File: src/rtl/alu181_seq.sv
// Multi-cycle WIDTH-bit 74181-style ALU: one 4-bit slice per clock, LSB first,
// with the inter-slice carry held in a register. Valid/ready on both sides.
module alu181_seq #(
  parameter int unsigned WIDTH = 8
) (
  input  logic             clk,
  input  logic             rst,
  input  logic             in_valid,
  output logic             in_ready,
  input  logic [WIDTH-1:0] a,
  input  logic [WIDTH-1:0] b,
  input  logic [3:0]       s,
  input  logic             m,
  input  logic             cn_n,
  output logic             out_valid,
  input  logic             out_ready,
  output logic [WIDTH-1:0] f,
  output logic             cn_out_n,
  output logic             aeqb
);

  localparam int unsigned NSLICE = WIDTH / 4;
  localparam int unsigned IDXW   = (NSLICE > 1) ? $clog2(NSLICE) : 1;

  // Reject widths that cannot be cut into whole 4-bit slices
  if ((WIDTH % 4) != 0 || WIDTH < 4) begin : g_width_check
    $error("alu181_seq: WIDTH must be a multiple of 4 and at least 4");
  end

  typedef enum logic [1:0] {
    ST_IDLE = 2'd0,
    ST_RUN  = 2'd1,
    ST_DONE = 2'd2
  } state_t;

  state_t            state, state_nx;
  logic [IDXW-1:0]   idx;
  logic              carry_q;
  logic [WIDTH-1:0]  a_q, b_q, acc;
  logic [3:0]        s_q;
  logic              m_q;

  logic              accept;
  logic              last_slice;
  logic [3:0]        sa, sb, sx, sy, slice_f;
  logic [4:0]        sum;
  logic              carry_nx;
  logic [WIDTH-1:0]  acc_nx;

  // State register
  always_ff @(posedge clk) begin
    if (rst) state <= ST_IDLE;
    else     state <= state_nx;
  end

  // Next-state and handshake decode from registered state
  always_comb begin
    state_nx   = state;
    in_ready   = 1'b0;
    out_valid  = 1'b0;
    accept     = 1'b0;
    last_slice = (idx == IDXW'(NSLICE - 1));
    case (state)
      ST_IDLE: begin
        in_ready = 1'b1;
        accept   = in_valid;
        if (in_valid) state_nx = ST_RUN;
      end
      ST_RUN: begin
        if (last_slice) state_nx = ST_DONE;
      end
      ST_DONE: begin
        out_valid = 1'b1;
        if (out_ready) state_nx = ST_IDLE;
      end
      default: state_nx = ST_IDLE;
    endcase
  end

  // One 74181 slice on the currently indexed nibble of the latched operands
  always_comb begin
    sa      = 4'(a_q >> {idx, 2'b00});
    sb      = 4'(b_q >> {idx, 2'b00});
    sx      = sa | (sb & {4{s_q[0]}}) | (~sb & {4{s_q[1]}});
    sy      = (sa & sb & {4{s_q[3]}}) | (sa & ~sb & {4{s_q[2]}});
    sum     = {1'b0, sx} + {1'b0, sy} + {4'b0000, carry_q};
    slice_f = m_q ? ~(sx ^ sy) : sum[3:0];
    carry_nx = sum[4];
    acc_nx  = acc;
    acc_nx[{idx, 2'b00} +: 4] = slice_f;
  end

  // Operand latch, slice sequencing and result registers
  always_ff @(posedge clk) begin
    if (rst) begin
      idx      <= '0;
      carry_q  <= 1'b0;
      a_q      <= '0;
      b_q      <= '0;
      s_q      <= '0;
      m_q      <= 1'b0;
      acc      <= '0;
      f        <= '0;
      cn_out_n <= 1'b1;
      aeqb     <= 1'b0;
    end else if (accept) begin
      a_q     <= a;
      b_q     <= b;
      s_q     <= s;
      m_q     <= m;
      carry_q <= ~cn_n;
      idx     <= '0;
    end else if (state == ST_RUN) begin
      acc     <= acc_nx;
      carry_q <= carry_nx;
      if (last_slice) begin
        idx      <= '0;
        f        <= acc_nx;
        cn_out_n <= m_q ? 1'b1 : ~carry_nx;
        aeqb     <= &acc_nx;
      end else begin
        idx <= idx + IDXW'(1);
      end
    end
  end

endmodule

File: config.mk
export PLATFORM = sky130hd
export DESIGN_NAME = alu181_seq
export DESIGN_NICKNAME = d
export VERILOG_FILES = /design/src/rtl/alu181_seq.sv
export SDC_FILE = /design/constraint.sdc
export NUM_CORES = 1
export LEC_CHECK = 0
export BUFFER_PORTS_ARGS = -buffer_cell sky130_fd_sc_hd__buf_2
export CELL_PAD_IN_SITES_DETAIL_PLACEMENT = 1
export CELL_PAD_IN_SITES_GLOBAL_PLACEMENT = 1
export CORE_MARGIN = 5
export CORE_UTILIZATION = 43
export DETAILED_ROUTE_END_ITERATION = 10
export MAX_ROUTING_LAYER = met4
export PLACE_DENSITY = 0.83
export SETUP_SLACK_MARGIN = 0.5
export SLEW_MARGIN = 5
export SYNTH_ARGS = -nofsm -noshare
export SYNTH_HDL_FRONTEND = slang
export SYNTH_SLANG_ARGS = --single-unit
File: constraint.sdc
create_clock -name clk -period 6.9 [get_ports clk]
set_input_delay 1.38 -clock clk [delete_from_list [all_inputs] [get_ports clk]]
set_output_delay 1.38 -clock clk [all_outputs]
set_load 0.03 [all_outputs]
==> metrics.md, run 1 <==
| Metric | Value |
|---|---|
| Post-route cell area | 2200 µm² |
| Worst setup path class | flip-flop to flip-flop |
| Initial DRC Count | 66 |
| Unique masters post-synth | 34 |
| Final period utilization | 0.463 |
| Commonest non-fill, non-tap cell in the layout | nand2_1 |
| Drt first pass iters | 4 |
| Final global-route overflow total | 0 |
| Critical path launch point | idx$_SDFFE_PP0P_ |
| Clock Latency Late Sink | ~0.29 ns |
| Max rail drop VDD | roughly 0.097 mV |
| Synthesis-to-finish area growth | 13.2% |
| Final setup violation count | 0 |
| Die height | a little under 80 µm |
| Syn_area_per_cell | 8.21 µm² |
| Switching share of power | 0.282 |
| Vias in the first global route | 1,769 |
| Clock Path Buffers | 2 |
| Starting Density | 0.444 |
| Commonest cells after routing, fill and taps aside | nand2_1 (70), dfxtp_1 (43), a21oi_1 (38) |
| Fin. Hold Viols | 0 |
| Ys flop type | dfxtp_1 |
| CTS buffer count | 5 |
| Layout cells sized above 1 | 0.169 |
| Net Count, Synth | 269 |
| # H-tree levels | 2 |
| P_sw | 0.000143 W |
| DP Area | approximately 2100 µm² |
| Leakage | ~0.95 nW |
| Post-synth ARST share | 0 |
| Layout Nets | between 200 and 300 |
| Reg-to-reg setup timing slack | 3.70 ns |
| Hold Slack | 0.455 ns |
| Setup crit end | aeqb$_SDFFE_PP0P_ |
| GPL Wtd Cong | 0.867 |
| Max cap viols | 0 |
| Resized cells post-CTS | 0 |
| Slowest stage delay, CP | just under 0.8 ns |
| RSZ-0062 raised after global routing | no |
| Global-route wire length before repair | 7980 µm |
| Fin Clk Skew | 0.00708 ns |
| Startpoint types | flip-flop |
| Largest net degree at the start of global routing | between 40 and 50 |
| Pins Over Slew Limit | 0 |
| Die area | 5970 µm² |
| Routed WL | 4690 µm |
| FF+latch count, synth | 43 |
| Comb pwr share | 0.156 |
| Power Total | between 0.0005 and 0.0006 W |
| Highest clock rate | 313 MHz |
| Clock Pin Slew Worst Setup and Hold Paths | about 0.080 ns |
| Tmin final | 3.20 ns |
| Clock sink total | 43 |
| Reg2reg path depth | 9 |
| Hold buffer count at cts | 0 |
| Worst setup EP type | flip-flop |
| ANT cells | 0 |
| Total track usage | 0.170 |
| Mapped Cells | 237 |
| Die X | a little under 80 µm |
| WP data required | just over 7 ns |
| Dpl hpwl | 3510 µm |
| Hold WC Path Type | flip-flop to flip-flop |
| Cell mode on critical path | mux2i_1 |
| Pwr dens | 230 nW/µm² |
| Root buf cell | clkbuf_8 |
| Reg-to-reg critical path startpoint | idx$_SDFFE_PP0P_ |
| DR vias/cell | around 5.3 |
| I/O Buffers | 37 |
| CP Data Arrival Time | 3.40 ns |
| Post-route ant nets | 0 |
| Rel. slew slack | 0.484 |
| Flop pwr share | 0.541 |
| Routed vias | between 1.5k and 2k |
| CP max stage cell | dfxtp_1 |
| Row count | 24 |
| Antenna violations before repair | 0 |
| Core ar. | between 4000 and 5000 µm² |
| Final setup TNS | 0 ns |
| Ports | 38 |
| Clk pwr share | 0.303 |
| Crit path max fanout | 15 |
| Critical path cell sequence | mux2i_1, mux2i_1, nand2_1, fa_1, inv_1, fa_1, mux2i_1, a21oi_1, o41ai_2 |
| # DRC | 0 |
| FF-to-FF End | aeqb$_SDFFE_PP0P_ |
| Seq/Total Area, Yosys | 0.442 |
| Mapped Area | 1950 µm² |
| Wire per inst | between 10 and 15 µm |
| Fillers | roughly 570 |
| Outcome | completed |
| Post-CTS Setup Inserts | 0 |
| Number of enable flip-flop cells after synthesis | 0 |
| Internal | 0.000364 W |
| Synth warn | 0 |
| Worst-Margin Slew | 0.774 ns |
| CTS tree | built |
==> layout make-up <==
type,count,area [µm²],area share
clock inverters,1,5.00,0.00227
multi-input cells,174,993,0.451
flip-flops and latches,43,861,0.390
inverters,5,18.8,0.00851
repair buffers,37,185,0.0840
well taps,52,65.1,0.0295
clock buffers,7,76.3,0.0346
==> worst min path at each step <==
stage                              from             endpoint  depth (start not counted)  slack [ns]
floorplan           a_q[0]$_SDFFE_PP0P_  a_q[0]$_SDFFE_PP0P_                          2        0.44
global placement      f[1]$_SDFFE_PP0P_    f[1]$_SDFFE_PP0P_                          2        0.44
detailed placement    f[6]$_SDFFE_PP0P_    f[6]$_SDFFE_PP0P_                          2        0.45
CTS                   f[6]$_SDFFE_PP0P_    f[6]$_SDFFE_PP0P_                          2        0.46
global route          f[3]$_SDFFE_PP0P_    f[3]$_SDFFE_PP0P_                          2        0.48
finish                f[6]$_SDFFE_PP0P_    f[6]$_SDFFE_PP0P_                          2        0.46
==> kinds of logic after synthesis <==
| logic type | share of synthesized area |
|---|---|
| xor+xnor | 0.00900 |
| buf+inv | 0.0476 |
| flops | 0.442 |
| compound gates | 0.144 |
| fa+ha+maj | 0.0463 |
| simple gates | 0.219 |
| mux | 0.0925 |
==> flip-flops by register name (all words and copies together) (netlist names) <==
name / flops
a_q: 8
acc: 8
b_q: 8
f: 8
s_q: 4
state: 2
aeqb: 1
carry_q: 1
cn_out_n: 1
idx: 1
m_q: 1
==> synth_stat cells, types with 2 or more instances <==
library cell   n  area (µm²)
nor2_1        10        37.5
a211oi_1       2        15.0
mux2i_1       18         180
ha_1           4        50.1
nor2b_1        3        18.8
and2_1         2        12.5
dfxtp_1       43         861
inv_1          5        18.8
clkbuf_1       8        30.0
nand2b_1       2        12.5
o21a_1         2        15.0
buf_2          5        25.0
nor3_1         2        10.0
nand3_1        2        10.0
fa_1           2        40.0
xnor2_1        2        17.5
and2b_1        2        15.0
nand2_1       70         263
a21oi_1       38         190
==> through the flow <==
stage,worst slack [ns],instances,util
finish,3.70,319,0.503
global route,3.56,319,0.503
CTS,3.72,319,0.503
detailed placement,3.76,311,0.484
global placement,3.96,311,0.484
floorplan,4.13,237,-
==> worst max-delay path: cells and delay by family, from the launching register on <==
kind            cells  cell delay, ns
mux                 3            0.87
fa+ha+maj           2            0.84
flops               1            0.79
compound gates      2            0.41
simple gates        1            0.11
buf+inv             1            0.09
==> power by group through the flow <==
stage,Sequential [W],Combinational [W],Clock (W)
after floorplan,0.000274,0.0000619,0
after global placement,0.000279,0.0000756,0
after detailed placement,0.000280,0.0000796,0
after CTS,0.000274,0.0000805,0.000158
after global routing,0.000276,0.0000894,0.000170
final,0.000274,0.0000792,0.000154
==> per-layer routing <==
layer	routed length, µm	GRT usage	vias up
met5	0	-	-
met2	2420	0.293	27
met3	163	0.0433	6
met4	61	0.0533	0
met1	2040	0.192	797
li1	-	-	847
No activity file was read; power rests on OpenSTA's default activity.
==> run 2, diff against run 1 <==
--- a/config.mk
+++ b/config.mk
@@ -5,14 +5,15 @@
 export SDC_FILE = /design/constraint.sdc
 export NUM_CORES = 1
 export LEC_CHECK = 0
+export ABC_AREA = 1
 export BUFFER_PORTS_ARGS = -buffer_cell sky130_fd_sc_hd__buf_2
 export CELL_PAD_IN_SITES_DETAIL_PLACEMENT = 1
 export CELL_PAD_IN_SITES_GLOBAL_PLACEMENT = 1
 export CORE_MARGIN = 5
-export CORE_UTILIZATION = 43
+export CORE_UTILIZATION = 38
 export DETAILED_ROUTE_END_ITERATION = 10
 export MAX_ROUTING_LAYER = met4
-export PLACE_DENSITY = 0.83
+export PLACE_DENSITY = 0.77
 export SETUP_SLACK_MARGIN = 0.5
 export SLEW_MARGIN = 5
 export SYNTH_ARGS = -nofsm -noshare
==> constraint.sdc (replaced) <==
create_clock -name clk -period 3.2 [get_ports clk]
set_input_delay 0.64 -clock clk [delete_from_list [all_inputs] [get_ports clk]]
set_output_delay 0.64 -clock clk [all_outputs]
set_load 0.03 [all_outputs]
==> run 2 against run 1 <==
  * First-iteration DRC count rose by 15%
  * Hold slack got worse by 0.0062 ns
  * Non-clock buffer count rose by 5
  * Power rose by 150%
  * Clock skew fell by 0.0011 ns
  * Flip-flop and latch count did not move
  * Sequential share of layout area fell by 1.6 points
  * Maximum frequency rose by 28%
==> metrics.md, run 2 <==
| Metric | Value |
|---|---|
| Largest net degree at the start of global routing | 35 |
| Startpoint types | flip-flop |
| Final setup violation count | 0 |
| Comb pwr share | 0.197 |
| Max cap viols | 0 |
| Clock Pin Slew Worst Setup and Hold Paths | 0.08 ns |
| Clk pwr share | 0.327 |
| DP Area | 2170 µm² |
| Layout cells sized above 1 | 0.194 |
| DR vias/cell | 4.85 |
| Vias in the first global route | 1,832 |
| Number of enable flip-flop cells after synthesis | 0 |
| Routed vias | ~1.8k |
| Hold WC Path Type | flip-flop to flip-flop |
| Worst setup EP type | flip-flop |
| Worst setup path class | flip-flop to flip-flop |
| Final global-route overflow total | 0 |
| Leakage | about 1.1 nW |
| CTS tree | built |
| Die X | 81.3 µm |
| Wire per inst | 13.3 µm |
| Die height | 81.3 µm |
| Syn_area_per_cell | 7.16 µm² |
| Root buf cell | clkbuf_8 |
| Mapped Cells | 270 |
| Net Count, Synth | 302 |
| Outcome | completed |
| Hold Crit Depth | 2 |
| Commonest cells after routing, fill and taps aside | nand2_1 (49), nor2_1 (44), dfxtp_1 (42) |
| Layout Nets | 341 |
| Multi-input gate area | 908 µm² |
| Flop pwr share | 0.476 |
| # H-tree levels | 2 |
| Mapped Area | 1930 µm² |
| Global-route wire length before repair | roughly 8800 µm |
| WP data required | 3.43 ns |
| Core ar. | 5010 µm² |
| Crit path max fanout | 5 |
| Die area | 6610 µm² |
| Fin Clk Skew | roughly 0.0060 ns |
| Ys flop type | dfxtp_1 |
| GPL Wtd Cong | 0.834 |
| Post-route cell area | ~2300 µm² |
| Seq/Total Area, Yosys | 0.445 |
| Largest area contributor in the netlist | dfxtp_1 |
| P_sw | 0.000371 W |
| # DRC | 0 |
| Reg area | 865 µm² |
| Initial DRC Count | 76 |
| Most frequent cells after synthesis | nand2_1 (49), nor2_1 (44), dfxtp_1 (43), o21ai_0 (38), inv_1 (27) |
| Starting Density | 0.386 |
| Pwr dens | 547 nW/µm² |
| Clock Path Buffers | 2 |
| Clock Latency Late Sink | 0.29 ns |
| Switching share of power | 0.294 |
| Fin. Hold Viols | 0 |
| RSZ-0062 raised after global routing | no |
| Internal | 0.000890 W |
| Hold buffer count at cts | 0 |
| FF+latch count, synth | 43 |
| Worst-Margin Slew | between 0.8 and 0.9 ns |
| Post-synth top area share | 0.445 |
| Post-route ant nets | 0 |
| CP Data Arrival Time | 2.74 ns |
| Final period utilization | 0.782 |
| Routed WL | between 5000 and 6000 µm |
| Max rail drop VDD | 0.241 mV |
| Pins Over Slew Limit | 0 |
| Unique masters post-synth | 26 |
| Fillers | roughly 670 |
| Synthesis-to-finish area growth | 19.3% |
| Most common cell in the netlist | nand2_1 |
| Tmin final | approximately 2.5 ns |
| Clock sink total | 43 |
| Ports | 38 |
| Rel. slew slack | 0.437 |
| Post-synth ARST share | 0 |
| Final setup TNS | 0 ns |
| Antenna violations before repair | 0 |
| Total track usage | 0.176 |
| Commonest non-fill, non-tap cell in the layout | nand2_1 |
| I/O Buffers | 37 |
| Top post-synthesis cells by area | dfxtp_1 (45%), o21ai_0 (9.8%), nand2_1 (9.5%) |
| Synth warn | 0 |
| Reg2reg path depth | 13 |
| Highest clock rate | 400 MHz |
| Dpl hpwl | 3770 µm |
| CTS buffer count | 5 |
| ANT cells | 0 |
| Row count | 26 |
| Drt first pass iters | 4 |
run 2: changes by cell type after synthesis, moves of 3 or more:
cell	previous run	this run
inv_1	5	27
nand2_1	70	49
inv_2	0	4
a21oi_1	38	24
o21ai_0	1	38
nor2b_1	3	0
mux2i_1	18	0
clkbuf_1	8	4
nand3_1	2	7
nor2_1	10	44
run 2: final timing paths:
path / end / startpoint / slack, ns
max: aeqb$_SDFFE_PP0P_ / idx$_SDFFE_PP0P_ / 0.70
min: f[4]$_SDFFE_PP0P_ / f[4]$_SDFFE_PP0P_ / 0.45
max reg2reg: aeqb$_SDFFE_PP0P_ / idx$_SDFFE_PP0P_ / 0.70
min reg2reg: f[4]$_SDFFE_PP0P_ / f[4]$_SDFFE_PP0P_ / 0.45
run 2: per-stage QoR:
step                      hold slack [ns]  power (W)  worst slack [ns]  std cells  utilization
after floorplan                     0.423   0.000780             0.912        270            -
after global placement              0.431   0.000845             0.580        369        0.434
after detailed placement            0.439   0.000856             0.432        369        0.434
after CTS                           0.452    0.00127             0.510        376        0.455
after global routing                0.484    0.00134             0.500        379        0.460
final                               0.449    0.00126             0.697        379        0.460
run 2: final cells by class:
class | count | share of cell area
inverter | 32 | 0.0521
tap | 70 | 0.0380
sequential | 43 | 0.375
multi-input combinational | 185 | 0.394
clock inverter | 1 | 0.0130
timing repair buffer | 42 | 0.0966
clock buffer | 6 | 0.0315
run 2: metal layers:
| metal | wire length, µm | vias up | GRT usage |
|---|---|---|---|
| met1 | 2540 | 866 | 0.227 |
| met4 | 51 | 0 | 0.0507 |
| met3 | 126 | 4 | 0.0299 |
| met5 | 0 | - | - |
| li1 | - | 942 | - |
| met2 | 2340 | 27 | 0.281 |
run 2: critical path, cell delays in order, from the launching register on:
cell and delay [ns]:
dfxtp_4 0.36, buf_4 0.14, nand2_1 0.06, nand2_1 0.12
a21oi_2 0.15, o21ai_1 0.12, fa_1 0.43, inv_1 0.10
fa_1 0.41, nand2_1 0.07, nand2_1 0.08, o21ai_0 0.19
nand3_1 0.10, a21oi_1 0.11
run 2: cell families after synthesis:
logic type,synth area share
AND/OR/NAND/NOR,0.218
adder cells (fa/ha/maj),0.0466
AO/OA/AOI/OAI,0.203
flip-flops,0.445
buffers and inverters,0.0867
run 2: power groups by stage:
stage | Clock, W | Sequential [W] | Combinational [W]
floorplan | 0 | 0.000609 | 0.000172
global placement | 0 | 0.000613 | 0.000232
detailed placement | 0 | 0.000614 | 0.000242
CTS | 0.000424 | 0.000603 | 0.000244
global route | 0.000451 | 0.000605 | 0.000288
finish | 0.000413 | 0.000600 | 0.000249
run 2: what timing repair did:
item / in CTS / in global routing
cloned: 0 / 0
resized for setup: 1 / 3
endpoints found under the hold margin: 0 / 0
buffers inserted: 0 / 3
endpoints found under the setup margin: 3 / 7
==> run 3, diff against run 2 <==
--- a/config.mk
+++ b/config.mk
@@ -5,15 +5,15 @@
 export SDC_FILE = /design/constraint.sdc
 export NUM_CORES = 1
 export LEC_CHECK = 0
-export ABC_AREA = 1
+export ABC_AREA = 0
 export BUFFER_PORTS_ARGS = -buffer_cell sky130_fd_sc_hd__buf_2
 export CELL_PAD_IN_SITES_DETAIL_PLACEMENT = 1
 export CELL_PAD_IN_SITES_GLOBAL_PLACEMENT = 1
 export CORE_MARGIN = 5
-export CORE_UTILIZATION = 38
+export CORE_UTILIZATION = 40
 export DETAILED_ROUTE_END_ITERATION = 10
 export MAX_ROUTING_LAYER = met4
-export PLACE_DENSITY = 0.77
+export PLACE_DENSITY = 0.78
 export SETUP_SLACK_MARGIN = 0.5
 export SLEW_MARGIN = 5
 export SYNTH_ARGS = -nofsm -noshare
==> constraint.sdc (replaced) <==
create_clock -name clk -period 2.5 [get_ports clk]
set_input_delay 0.5 -clock clk [delete_from_list [all_inputs] [get_ports clk]]
set_output_delay 0.5 -clock clk [all_outputs]
set_load 0.03 [all_outputs]
==> run 3 against run 2 <==
  * The flow now finishes with violations (setup timing)
  * Hold slack got worse by 0.015 ns
  * Critical path type unchanged
  * Via count shrank 5.3%
  * Clock power rose by 27%
  * Register-to-register slack worse by 0.76 ns
  * Non-clock buffer count increased by 9
  * Critical path depth is 3 lower
  * Power is 29% higher
  * First-iteration DRC count increased by 43%
==> metrics.md, run 3 (same netlist as run 1, synthesis figures left out) <==
| Metric | Value |
|---|---|
| Ports | 38 |
| Global-route wire length before repair | 8360 µm |
| Die height | 79.8 µm |
| Tmin final | 2.56 ns |
| CTS tree | built |
| Comb pwr share | 0.213 |
| Rel. slew slack | 0.520 |
| # DRC | 0 |
| Setup crit end | aeqb$_SDFFE_PP0P_ |
| CP Data Arrival Time | 2.76 ns |
| Worst setup path class | flip-flop to flip-flop |
| Pins Over Slew Limit | 0 |
| Wire per inst | 15.5 µm |
| Final global-route overflow total | 0 |
| Critical path launch point | idx$_SDFFE_PP0P_ |
| Switching share of power | 0.279 |
| Die X | 79.8 µm |
| Layout Nets | 312 |
| Core ar. | 4720 µm² |
| Flop pwr share | 0.465 |
| I/O Buffers | 37 |
| Failing checks | setup timing |
| Max cap viols | 0 |
| GPL Wtd Cong | 0.867 |
| Commonest cells after routing, fill and taps aside | nand2_1 (67), dfxtp_1 (42), buf_2 (37) |
| RSZ-0062 raised after global routing | yes |
| Final period utilization | 1.02 |
| Worst-Margin Slew | 0.718 ns |
| Hold WC Path Type | input port to flip-flop |
| Clock Pin Slew Worst Setup and Hold Paths | 0.08 ns |
| Reg2reg path depth | 10 |
| Clock Path Buffers | 2 |
| Dpl hpwl | 3610 µm |
| ANT cells | 0 |
| DR vias/cell | approximately 5 |
| Clock sink total | 43 |
| Starting Density | 0.412 |
| Post-route cell area | 2560 µm² |
| Leakage | between 1 and 1.5 nW |
| Clock Latency Late Sink | 0.30 ns |
| Post-route ant nets | 0 |
| Synthesis-to-finish area growth | 31.4% |
| Commonest non-fill, non-tap cell in the layout | nand2_1 |
| Post-route setup slack | -0.0582 ns |
| Layout cells sized above 1 | 0.325 |
| CTS buffer count | 5 |
| Outcome | finished, violations left |
| Fin. Hold Viols | 0 |
| Max rail drop VDD | 0.284 mV |
| Total track usage | 0.177 |
| Initial DRC Count | between 100 and 150 |
| Internal | around 0.0012 W |
| Reg-to-reg critical path startpoint | idx$_SDFFE_PP0P_ |
| Routed WL | 5380 µm |
| Root buf cell | clkbuf_8 |
| Antenna violations before repair | 0 |
| Vias in the first global route | 1,807 |
| Reg-to-reg setup timing slack | -0.06 ns |
| Clk pwr share | 0.322 |
| Pwr dens | 635 nW/µm² |
| Worst setup EP type | flip-flop |
| # H-tree levels | 2 |
| FF-to-FF End | aeqb$_SDFFE_PP0P_ |
| Crit path max fanout | 3 |
| Startpoint types | flip-flop |
| Die area | 6360 µm² |
| Fin Clk Skew | 0.0101 ns |
| Final setup violation count | 5 |
| Drt first pass iters | 4 |
| Largest net degree at the start of global routing | 27 |
| Routed vias | 1,741 |
| WP data required | ~2.7 ns |
| Row count | 25 |
| Highest clock rate | between 300 and 400 MHz |
| P_sw | 0.000453 W |
| Hold Slack | 0.434 ns |
| DP Area | roughly 2200 µm² |
-- run 3: changes by cell type in the layout (fill, tap and decap cells not counted), moves of 6 or more --
| cell | previous run | this run |
|---|---|---|
| a21oi_1 | 23 | 30 |
| mux2i_1 | 0 | 12 |
| buf_4 | 5 | 11 |
| o21ai_0 | 37 | 0 |
| nand2_1 | 49 | 67 |
| inv_1 | 27 | 3 |
| nor2_1 | 44 | 10 |
| nand3_1 | 7 | 0 |
-- run 3: metal layers --
layer	vias up	part of all wire	global-route usage
li1	871	-	-
met1	827	0.43	0.195
met2	31	0.51	0.315
met3	12	0.039	0.0305
met4	0	0.023	0.0760
met5	-	0	-
-- run 3: layout make-up --
class                      count  area, µm²
clock buffer                   6       72.6
clock inverter                 1       30.0
fill                         563       2170
inverter                       5       18.8
multi-input combinational    174       1190
sequential                    43        865
tap                           67       83.8
timing repair buffer          51        302
-- run 3: timing repair --
item,4_1_cts,5_1_grt
setup endpoints to repair,15,15
buffers inserted,3,3
pin swaps,9,5
endpoints found under the hold margin,0,0
hold buffers,0,0
resized for setup,14,25
-- run 3: worst min path at each step --
stage                        start                   to  slack [ns]  cells past startpoint
2_1_floorplan  a_q[0]$_SDFFE_PP0P_  a_q[0]$_SDFFE_PP0P_        0.44                      2
3_3_place_gp     f[6]$_SDFFE_PP0P_    f[6]$_SDFFE_PP0P_        0.44                      2
3_5_place_dp     f[5]$_SDFFE_PP0P_    f[5]$_SDFFE_PP0P_        0.45                      2
4_1_cts                       a[6]  a_q[6]$_SDFFE_PP0P_        0.43                      3
5_1_grt                       b[0]  b_q[0]$_SDFFE_PP0P_        0.43                      3
6_report                      b[0]  b_q[0]$_SDFFE_PP0P_        0.43                      3
-- run 3: per-stage QoR --
stage	power, W	setup TNS, ns	utilization	instances	setup slack (ns)
floorplan	0.000944	-0.0216	-	237	-0.0216
global placement	0.00101	0	0.473	334	0.0851
detailed placement	0.00102	-0.0573	0.473	334	-0.0573
CTS	0.00157	0	0.511	344	0.00786
global route	0.00170	-0.983	0.541	347	-0.174
finish	0.00162	-0.148	0.541	347	-0.0582
-- run 3: power by group through the flow --
stage | clock network (W) | logic [W] | registers, W
2_1_floorplan | 0 | 0.000185 | 0.000759
3_3_place_gp | 0 | 0.000246 | 0.000768
3_5_place_dp | 0 | 0.000255 | 0.000768
4_1_cts | 0.000535 | 0.000281 | 0.000753
5_1_grt | 0.000567 | 0.000374 | 0.000761
6_report | 0.000523 | 0.000346 | 0.000756
-- run 3: critical path: stages (launching register included) --
cell,delay [ns]
dfxtp_4,0.38
buf_4,0.11
buf_6,0.11
mux2i_1,0.29
nand2_1,0.15
fa_2,0.40
inv_2,0.07
fa_2,0.45
mux2i_4,0.20
a21oi_2,0.09
o41ai_2,0.21
